## src/rtl/flip_input_conditioner.sv

```systemverilog
// Input conditioning for the flip-flop demo: per-channel synchroniser and debounce
// filter for the switches and step button, plus press strobe and press counter.
module flip_input_conditioner #(
  parameter int unsigned N_IN            = 6,
  parameter int unsigned DEBOUNCE_CYCLES = 250000,
  parameter int unsigned CNT_W           = 18
) (
  input  logic            clk,
  input  logic            rst,
  input  logic [N_IN-1:0] sw_in,
  input  logic            btn_in,
  output logic [N_IN-1:0] sw_out,
  output logic            btn_level,
  output logic            step_pulse,
  output logic [7:0]      press_count
);

  localparam int unsigned N_CH = N_IN + 1;
  localparam int unsigned BTN  = N_IN;
  localparam logic [CNT_W-1:0] CNT_MAX = CNT_W'(DEBOUNCE_CYCLES - 1);

  logic [N_CH-1:0] raw;
  logic [N_CH-1:0] s2;
  logic [N_CH-1:0] stable;
  logic [N_CH-1:0] accept_c;
  logic            rise_c;

  assign raw = {btn_in, sw_in};

  // One independent synchroniser + debounce filter per channel
  for (genvar i = 0; i < N_CH; i++) begin : g_ch
    logic             ch_s1;
    logic             ch_s2;
    logic             ch_stable;
    logic [CNT_W-1:0] ch_cnt;

    assign s2[i]       = ch_s2;
    assign stable[i]   = ch_stable;
    assign accept_c[i] = (ch_s2 != ch_stable) && (ch_cnt == CNT_MAX);

    always_ff @(posedge clk or posedge rst) begin
      if (rst) begin
        ch_s1     <= 1'b0;
        ch_s2     <= 1'b0;
        ch_stable <= 1'b0;
        ch_cnt    <= '0;
      end else begin
        ch_s1 <= raw[i];
        ch_s2 <= ch_s1;
        if (ch_s2 == ch_stable) begin
          ch_cnt <= '0;
        end else if (ch_cnt == CNT_MAX) begin
          ch_stable <= ch_s2;
          ch_cnt    <= '0;
        end else begin
          ch_cnt <= ch_cnt + CNT_W'(1);
        end
      end
    end
  end

  assign sw_out    = stable[N_IN-1:0];
  assign btn_level = stable[BTN];

  // Press is the edge at which the button's stable level is about to go 0->1
  assign rise_c = accept_c[BTN] & s2[BTN];

  always_ff @(posedge clk or posedge rst) begin
    if (rst) begin
      step_pulse  <= 1'b0;
      press_count <= 8'd0;
    end else begin
      step_pulse <= rise_c;
      if (rise_c) begin
        press_count <= press_count + 8'd1;
      end
    end
  end

endmodule

```

## config.mk

```make
export PLATFORM = sky130hd
export DESIGN_NAME = flip_input_conditioner
export DESIGN_NICKNAME = d
export VERILOG_FILES = /design/src/rtl/flip_input_conditioner.sv
export SDC_FILE = /design/constraint.sdc
export NUM_CORES = 1
export LEC_CHECK = 0
export BUFFER_PORTS_ARGS = -buffer_cell sky130_fd_sc_hd__buf_2
export CORE_UTILIZATION = 40
export CTS_CLUSTER_DIAMETER = 40
export CTS_CLUSTER_SIZE = 40
export DETAILED_ROUTE_END_ITERATION = 8
export SYNTH_ARGS = -nofsm -noshare
export SYNTH_HDL_FRONTEND = slang
export SYNTH_SLANG_ARGS = --single-unit
```

## constraint.sdc

```tcl
create_clock -name clk -period 5.2 [get_ports clk]
set_input_delay 1.04 -clock clk [delete_from_list [all_inputs] [get_ports clk]]
set_output_delay 1.04 -clock clk [all_outputs]
set_load 0.005 [all_outputs]
```

# Word level (Yosys, flattened, before mapping)
# Index checks and enable logic that the tools add are counted.
[totals]
output_inout_bits = 16
wordCells = 83
ff_bits = 156
input_bits = 9
[op_classes]
add_sub_neg = 8
bitwise_logic = 8
mux = 14
n_eq_ne = 15
reduce_logical = 8
[op_table]
columns = ["operator", "n"]
rows = [
  ["18-bit two-way mux", 14],
  ["18-bit by 1-bit adder with 18-bit output (second input constant)", 7],
  ["18-bit == test (second input constant)", 7],
  ["2-bit AND reduction", 7],
  ["8-bit by 1-bit adder with 8-bit output (second input constant)", 1],
  ["1-bit == test", 7],
  ["1-bit NOT", 7],
  ["1-bit bitwise AND", 1],
  ["1-bit logical AND", 1],
  ["1-bit != test", 1],
]

# Logic depth before layout (Yosys ltp)
# Gate-level depths: netlist (run 1).
[depth]
ltp_word = 3
ltp_mapped = 6
depth_no_buf = 5

# Worst setup path after synthesis (run 1)
# No wires, ideal clock.
[synth_timing]
kind = "register to register"
start = "reg g_ch[3].ch_cnt[11]"
end = "reg g_ch[3].ch_stable"
path_buffers = 0
setup_time_ns = 0.125
t_required_ns = 5.075
path_stages_with_launch = 5
path_slack_ns = 3.178
period_less_slack_ns = 2.022
arrival_time_ns = 1.897
cell_sequence = "dfrtp_1 > or4_1 > or4_4 > nor2_1 > mux2_2"
[synth_via]
elab_chain_len = 2
[synth_rtl]
columns = ["item", "line", "source"]
rows = [
  ["start: declaration", "35", "logic [CNT_W-1:0] ch_cnt;"],
  ["start signal: assignment", "56", "ch_cnt <= ch_cnt + CNT_W'(1);"],
  ["18-bit == test", "52", "end else if (ch_cnt == CNT_MAX) begin"],
  ["2-bit AND reduction (no line)", "n/a", ""],
  ["end signal: assignment", "53", "ch_stable <= ch_s2;"],
  ["end: declaration", "34", "logic ch_stable;"],
]
# No other way between the ends.
# A chain may end at the register's enable or synchronous reset.

# Worst setup path in the final report (run 1)
[layout_timing]
start = "reg g_ch[6].ch_cnt[11]"
end = "reg g_ch[6].ch_cnt[9]"
[layout_via]
elab_chain_len = 3
[layout_rtl]
columns = ["item", "line", "source"]
rows = [
  ["start: declaration", "35", ""],
  ["start signal: assignment", "56", ""],
  ["18-bit == test", "52", ""],
  ["18-bit two-way mux", "52", ""],
  ["18-bit two-way mux", "50", "if (ch_s2 == ch_stable) begin"],
]
# No other way between the ends.

==> qor.yml, run 1 <==
clocking:
  cts_buffers: 17
  cts_resized: 0
  postCtsSetupBuffers: 0
  cts_hold_buf: 0
  clock_path_buffers: 2
  cts-root-buf: "clkbuf_16"
  insertion_delay_ns: 0.43
  path_clk_slew_ns: 0.07
  cts_tree: "yes"
  htreeDepth: 4
  clock_sinks: 156
setup_path:
  arrival_ns: 2.75
  cpMaxStageDelayCell: "o21ai_1"
  critPathKind: "flip-flop to flip-flop"
  crit_chain: "nor4b_1, nand4_1, o21ai_1, nor2_1"
  max_stage_delay_ns: 0.98
  cp-end-kind: "flip-flop"
  critPathLaunchType: "flip-flop"
  crit_family: "compound AO/OA/AOI/OAI gates"
  path_buf_inv: 0
  worstPathRequired_ns: 5.46
  cp_max_fo: 17
final_layout:
  multi_input_comb_area_sq_um: 3270
  regArea_sq_um: 3900
  layout_common_cells: "dfrtp_1 (156), nor2_1 (130), xnor2_1 (84)"
  num-fill-cells: 1690
  final_layout_size_suffix_gt1_share_pct: 10.6
  final_nets: 776
  diodes: 0
  final_cells: 1001
  final_common_cell: "dfrtp_1"
  final_util_pct: 46.1
  area_growth_syn_to_layout_pct: 12.7
timing:
  period_share_pct: 47.9
  hold_viol_final: 0
  relSlewSlack_pct: 25.2
  clock-skew-final_ns: 0.00796
  setup_ws_ns: 2.71
  slew_violations: 0
  setup_viol: 0
  finalSetupTns_ns: 0
  fmax_mhz: 402
  rsz0062_at_grt: "false"
  min_period_ns: 2.49
  worst_pin_slew_ns: 1.11
  whs_ns: 0.349
synth:
  ys_types: 40
  netlist.area_leader.share_pct: 52.9
  synth_cells: 727
  synth.avg_cell_area_sq_um: 10.1
  ys_seq_area_share_pct: 52.9
  synth_nets: 744
  synth_top_area_cell: "dfrtp_1"
  yosys-top-cells-area: "dfrtp_1 (53%), xnor2_1 (10%), nor2_1 (6.6%), nor4_1 (3.6%), nand3_1 (3.5%)"
  ys_warn_count: 0
  ys_ff_latch: 156
  synth_area_sq_um: 7370
floorplanning:
  pin_count: 25
  die_w_um: 138
  die_h_um: 138
  start_util_pct: 40.9
  std_cell_rows: 49
  die-area_sq_um: 19000
  core_area_sq_um: 18000
detailed_routing:
  wl_per_cell_um: 13.3
  first_pass_iters: 5
  ant_nets: 0
  dr.first_iter.drc_count: 378
  dr_total_vias: 5315
  post_drt_via_cell_ratio: 5.31
  drc_errors: 0
  wl_mm: 13.3
outcome:
  status: "complete, no violations"
placed_design:
  place.port_buffers: 24
  gp_congestion: 0.785
  hpwl_mm: 8.92
  placed_cells: 969
  pre_cts_slack_ns: 2.74
global_route:
  grt_pass1_vias: 5127
  grt_start_max_net_pins: 157
  grt_pass1_wl_mm: 23.2
  grt_usage_pct: 15.4
  antenna_found_initial: 0
  gr-total-overflow: 0
power:
  powerDensity_nw_per_um2: 302
  cellLeakagePower_nw: 3.33
  vdd_drop_max_v: 0.000243
flow_run:
  maxCapViolations: 0
worst_hold_path:
  hp-class: "flip-flop to flip-flop"
power breakdown:
| part | internal (mW) | switching [mW] |
|---|---|---|
| sequential | 1.23 | 0.0160 |
| clock | 0.637 | 0.551 |
| combinational | 0.0220 | 0.0509 |
| total | 1.89 | 0.618 |
layout make-up:
type,instances,area share (%)
inverter,29,1.35
multi-input combinational,526,39.3
clock buffer,17,5.12
timing repair buffer,29,2.05
clock inverter,15,1.78
sequential,156,47.0
tap,229,3.45
cells in the mapped netlist, drive strengths merged:
master,instances
mux2i,1
nand2b,2
or4b,1
o41ai,5
nor4b,8
buf,12
nand3,52
a21oi,16
mux2,8
or4bb,1
inv,29
a31o,1
or4,12
nand2,29
o21ai,13
dfrtp,156
and3,6
or2,2
ha,8
xnor2,84
or3b,1
xor2,26
clkbuf,4
nor2b,1
nor2,130
nor3b,1
o31ai,3
nand4,30
or3,11
nand3b,2
nor4bb,1
nor3,27
nor4,43
and4,1
metrics by stage:
step / power (mW) / cell area, sq um
2_1_floorplan: 1.32 / 7380
3_3_place_gp: 1.34 / 7740
3_5_place_dp: 1.35 / 7740
4_1_cts: 2.55 / 8310
5_1_grt: 2.61 / 8310
6_report: 2.51 / 8310
routing by layer:
layer / global-route usage [%] / routed length (um) / share of wire, % / vias to the layer above
met2: 24.7 / 6280 / 47 / 66
met1: 20.0 / 6510 / 49 / 2619
met5: 0 / 0 / 0 / -
li1: - / - / - / 2612
met3: 3.68 / 358 / 2.7 / 18
met4: 6.22 / 207 / 1.6 / 0
path summary, 6_finish.rpt:
kind / from / endpoint / slack, ns / cells after the start
max: g_ch[6].ch_cnt[11] / g_ch[6].ch_cnt[9] / 2.71 / 4
min: g_ch[1].ch_s1 / g_ch[1].ch_s2 / 0.35 / 0
max reg2reg: g_ch[6].ch_cnt[11] / g_ch[6].ch_cnt[9] / 2.71 / 4
min reg2reg: g_ch[1].ch_s1 / g_ch[1].ch_s2 / 0.35 / 0
max in group asynchronous: rst / g_ch[1].ch_cnt[17] / 3.77 / 3
min in group asynchronous: rst / g_ch[6].ch_cnt[0] / 0.86 / 3
registers in the layout, summed over array words and instances (netlist names):
signal and flops:
g_ch.ch_s1 7, press_count 8, btn_level 1, g_ch.ch_s2 7, g_ch.ch_cnt 126, step_pulse 1, g_ch.ch_stable 6
worst register-to-register path, delay by kind of cell (launching register included):
| family | cells | cell delay (ns) |
|---|---|---|
| compound gates | 1 | 0.98 |
| simple gates | 3 | 0.89 |
| flops | 1 | 0.45 |
cell families after synthesis:
group                    after synthesis  share of synthesized area (%)
AO/OA/AOI/OAI                         38                           3.80
XOR/XNOR                             110                           13.1
adder cells (fa/ha/maj)                8                           1.36
buffers and inverters                 45                           2.78
flip-flops                           156                           52.9
multiplexers                           9                           1.36
AND/OR/NAND/NOR                      361                           24.7
Power figures use the tool's default switching activity.
==> run 2, diff against run 1 <==
- clock period: 5.2 -> 2.5 ns (I/O delays scaled with it)
==> run 2 against run 1 <==
Effect of this change:
- core utilization increased by 0.75 points
- non-clock buffer count increased by 11
- cell count increased by 1.1%
- die area unchanged
- critical path type unchanged
- sequential power increased by 110%
- worst hold slack got worse by 0.19 ns
- register-to-register slack got worse by 2.4 ns
- critical path depth increased by 1
- largest cell class unchanged
- wire length about the same
- clock power increased by 120%
- fmax increased by 12%
==> qor.yml, run 2 (synthesized netlist as in run 1, its figures left out) <==
outcome:
  status: "complete, no violations"
timing:
  setup_viol: 0
  finalSetupTns_ns: 0
  clock-skew-final_ns: 0.00999
  whs_ns: 0.158
  setup_ws_ns: 0.281
  min_period_ns: 2.22
  worst_pin_slew_ns: 0.579
  hold_viol_final: 0
  rsz0062_at_grt: "false"
  period_share_pct: 88.8
  relSlewSlack_pct: 61.0
  slew_violations: 0
  fmax_mhz: 451
global_route:
  grt_pass1_wl_mm: 23.4
  antenna_found_initial: 0
  grt_start_max_net_pins: 86
  gr-total-overflow: 0
  grt_pass1_vias: 5151
  grt_usage_pct: 15.6
detailed_routing:
  first_pass_iters: 4
  dr_total_vias: 5332
  dr.first_iter.drc_count: 200
  drc_errors: 0
  wl_mm: 13.3
  post_drt_via_cell_ratio: 5.27
  ant_nets: 0
  wl_per_cell_um: 13.2
floorplanning:
  std_cell_rows: 49
  pin_count: 25
  die-area_sq_um: 19000
  die_h_um: 138
  core_area_sq_um: 18000
  start_util_pct: 40.9
  die_w_um: 138
placed_design:
  gp_congestion: 0.820
  hpwl_mm: 9.19
  pre_cts_slack_ns: 0.318
  place.port_buffers: 24
clocking:
  cts_hold_buf: 0
  clock_sinks: 156
  htreeDepth: 4
  cts_tree: "yes"
  cts-root-buf: "clkbuf_16"
  insertion_delay_ns: 0.43
  cts_resized: 0
  clock_path_buffers: 2
  cts_buffers: 17
  postCtsSetupBuffers: 0
  path_clk_slew_ns: 0.07
worst_hold_path:
  hp-class: "input port to async pin"
setup_path:
  cp-end-kind: "flip-flop"
  critPathLaunchType: "flip-flop"
  arrival_ns: 2.57
  crit_chain: "ha_1, nand3_1, nor4_1, or4b_2, a21oi_1"
  max_stage_delay_ns: 0.62
  worstPathRequired_ns: 2.85
  critPathKind: "flip-flop to flip-flop"
  cp_max_fo: 6
  cpMaxStageDelayCell: "or4b_2"
final_layout:
  layout_common_cells: "dfrtp_1 (156), nor2_1 (130), xnor2_1 (84)"
  reg_top3: "g_ch.ch_cnt x126, press_count x8"
  diodes: 0
  num-fill-cells: 1702
  area_growth_syn_to_layout_pct: 14.5
  largest_register_ff_count: 126
  regMostFlops: "g_ch.ch_cnt"
  final_layout_size_suffix_gt1_share_pct: 11.9
  final_common_cell: "dfrtp_1"
  final_nets: 787
power:
  powerDensity_nw_per_um2: 640
  power.total_mw: 5.40
  vdd_drop_max_v: 0.000447
  cellLeakagePower_nw: 3.39
flow_run:
  maxCapViolations: 0
==> run 2: cell count changes in the layout (fill, tap and decap cells not counted), sizes merged <==
cell	before	now
bufinv	0	2
buf	29	40
clkbuf	17	18
clkinv	5	2
inv	38	35
clkinvlp	1	4
==> run 2: layout make-up <==
class / instances / area [sq um] / share of cell area (%)
repair buffers: 40 / 265 / 3.14
well taps: 229 / 287 / 3.39
multi-input cells: 526 / 3270 / 38.7
inverters: 29 / 113 / 1.33
flip-flops and latches: 156 / 3900 / 46.2
clock buffers: 18 / 439 / 5.20
clock inverters: 14 / 174 / 2.06
==> run 2: path summary, 6_finish.rpt <==
| check | from | slack [ns] | to | cells past startpoint |
|---|---|---|---|---|
| min in group clk | sw_in[5] | 0.17 | g_ch[5].ch_s1 | 1 |
| worst min-delay path | rst | 0.16 | g_ch[3].ch_cnt[15] | 3 |
| max in group asynchronous | rst | 1.90 | g_ch[1].ch_s1 | 3 |
| worst max-delay path | g_ch[3].ch_cnt[0] | 0.28 | g_ch[3].ch_cnt[16] | 5 |
| worst min register to register | g_ch[1].ch_s1 | 0.34 | g_ch[1].ch_s2 | 0 |
| worst max register to register | g_ch[3].ch_cnt[0] | 0.28 | g_ch[3].ch_cnt[16] | 5 |
==> run 2: worst max-delay path, delay by kind of cell (launching register included) <==
family          cells  cell delay, ns
simple gates        3            1.37
flops               1            0.40
fa+ha+maj           1            0.22
compound gates      1            0.15
==> run 2: report_power, final <==
| group | internal, mW | switching, mW | leakage (nW) |
|---|---|---|---|
| combinational | 0.0562 | 0.109 | 0.970 |
| clock | 1.53 | 1.11 | 0.291 |
| sequential | 2.56 | 0.0339 | 2.13 |
| total | 4.15 | 1.25 | 3.39 |
==> run 2: layer usage <==
layer,routed length (um),vias to the layer above,global-route usage [%]
met4,234,0,7.13
li1,-,2638,-
met3,330,16,3.79
met2,6500,65,24.4
met1,6280,2613,20.4
met5,0,-,0
==> run 2: metrics by stage <==
stage	cells	instance area (sq um)	utilization, %
finish	1012	8450	46.9
global route	1012	8450	46.9
CTS	1012	8450	46.9
detailed placement	980	7830	43.5
global placement	980	7830	43.5
floorplan	727	7380	-
==> run 3, diff against run 2 <==
- clock period: 2.5 -> 1.85 ns (I/O delays scaled with it)
==> run 3 against run 2 <==
Effect of this change:
- the run now ends with negative setup slack left
- non-clock buffer count is 63 higher
- fmax is 12% higher
- global-route usage is 1.0 points higher
- sequential power is 35% higher
- flip-flop and latch count stayed put
- largest power group unchanged
==> qor.yml, run 3 (synthesized netlist as in run 1, its figures left out) <==
floorplanning:
  die_h_um: 138
  start_util_pct: 40.9
  die_w_um: 138
  core_area_sq_um: 18000
  pin_count: 25
  std_cell_rows: 49
  die-area_sq_um: 19000
final_layout:
  final_common_cell: "dfrtp_1"
  final_layout_size_suffix_gt1_share_pct: 20.7
  final_cells: 1074
  regMostFlops: "g_ch.ch_cnt"
  reg_top3: "g_ch.ch_cnt x126, press_count x8"
  layout_common_cells: "dfrtp_1 (155), nor2_1 (129), xnor2_1 (84)"
  largest_register_ff_count: 126
  final_nets: 850
  diodes: 0
  area_growth_syn_to_layout_pct: 23.8
detailed_routing:
  drc_errors: 0
  ant_nets: 0
  wl_per_cell_um: 13.4
  wl_mm: 14.3
  first_pass_iters: 4
  post_drt_via_cell_ratio: 5.17
  dr_total_vias: 5555
  dr.first_iter.drc_count: 272
power:
  cellLeakagePower_nw: 3.83
  powerDensity_nw_per_um2: 801
  vdd_drop_max_v: 0.000759
  power.total_mw: 7.31
clocking:
  cts_tree: "yes"
  clock_sinks: 156
  postCtsSetupBuffers: 0
  cts-root-buf: "clkbuf_16"
  cts_buffers: 17
  insertion_delay_ns: 0.43
  htreeDepth: 4
  path_clk_slew_ns: 0.06
  clock_path_buffers: 2
setup_path:
  cp_max_fo: 2
  r2r_slack_ns: -0.13
  critPathLaunchType: "flip-flop"
  r2r_cells: 4
  reg2reg_from: "g_ch[3].ch_cnt[6]"
  arrival_ns: 2.29
  worstPathRequired_ns: 2.16
  r2r-end: "g_ch[3].ch_stable"
  critPathLaunch: "g_ch[3].ch_cnt[6]"
  critPathKind: "flip-flop to flip-flop"
  cp-end-kind: "flip-flop"
  cp-endpoint: "g_ch[3].ch_stable"
global_route:
  antenna_found_initial: 0
  grt_start_max_net_pins: 96
  grt_pass1_wl_mm: 24.8
  grt_pass1_vias: 5507
  gr-total-overflow: 0
  grt_usage_pct: 16.6
flow_run:
  maxCapViolations: 0
timing:
  min_period_ns: 1.98
  relSlewSlack_pct: 67.2
  slew_violations: 0
  clock-skew-final_ns: 0.00614
  period_share_pct: 107
  fmax_mhz: 506
  worst_pin_slew_ns: 0.493
  rsz0062_at_grt: "true"
  setup_ws_ns: -0.127
  hold_viol_final: 0
  setup_viol: 19
placed_design:
  placed_cells: 1043
  place.port_buffers: 24
  gp_congestion: 0.856
  hpwl_mm: 10.1
outcome:
  violations: "negative setup slack"
  status: "finished, violations left"
worst_hold_path:
  hp-class: "input port to async pin"
run 3: cell types whose count changed in the layout (fill, tap and decap cells not counted), sizes merged:
cell	delta
bufinv	+1
clkinv	+4
inv	-4
clkinvlp	-2
buf	+63
run 3: critical path, stage by stage (launching register included):
cell and delay [ns]:
dfrtp_1 0.37, or4_1 0.52, or4_4 0.57, nor2_4 0.11, mux2_4 0.29
run 3: power breakdown:
part           internal (mW)  switching (mW)
clock network           2.16            1.39
logic                 0.0943           0.155
registers               3.47          0.0472
total                   5.72            1.59
run 3: worst min-delay path by stage:
stage          cells past startpoint                 end
5_1_grt                            1       g_ch[3].ch_s1
3_5_place_dp                       0       g_ch[2].ch_s2
2_1_floorplan                      0       g_ch[0].ch_s2
3_3_place_gp                       0       g_ch[2].ch_s2
6_report                           3  g_ch[1].ch_cnt[17]
4_1_cts                            1       g_ch[4].ch_s1
run 3: stage by stage:
stage                     util [%]  setup TNS (ns)  setup slack, ns  hold slack (ns)  instance area [sq um]
after floorplan                  -          -78.02           -0.493            0.331                   7470
after global placement        46.7           -1.11           -0.131            0.333                   8410
after detailed placement      46.7           -1.52           -0.160            0.337                   8410
after CTS                     50.1           -1.91           -0.132           0.0211                   9020
after global routing          50.7           -2.83           -0.153           0.0228                   9130
final                         50.7           -1.80           -0.127           0.0344                   9130
run 3: area by class of cell:
cell class	count	area, sq um
inverters	29	113
fillers	1650	8890
repair buffers	103	762
flip-flops and latches	156	3910
clock buffers	18	439
multi-input cells	526	3460
well taps	229	287
clock inverters	13	165
run 3: routing by layer:
layer	track usage, %	up-vias	share of wire, %
li1	-	2755	-
met3	4.64	18	3.0
met4	6.22	0	1.3
met5	0	-	0
met2	28.0	67	50
met1	20.2	2715	46
run 3: timing repair:
item                                    in CTS  in global routing
pin swaps                                    2                  2
hold buffers                                 0                  0
gates resized for setup                      1                 20
endpoints found under the setup margin      19                 77
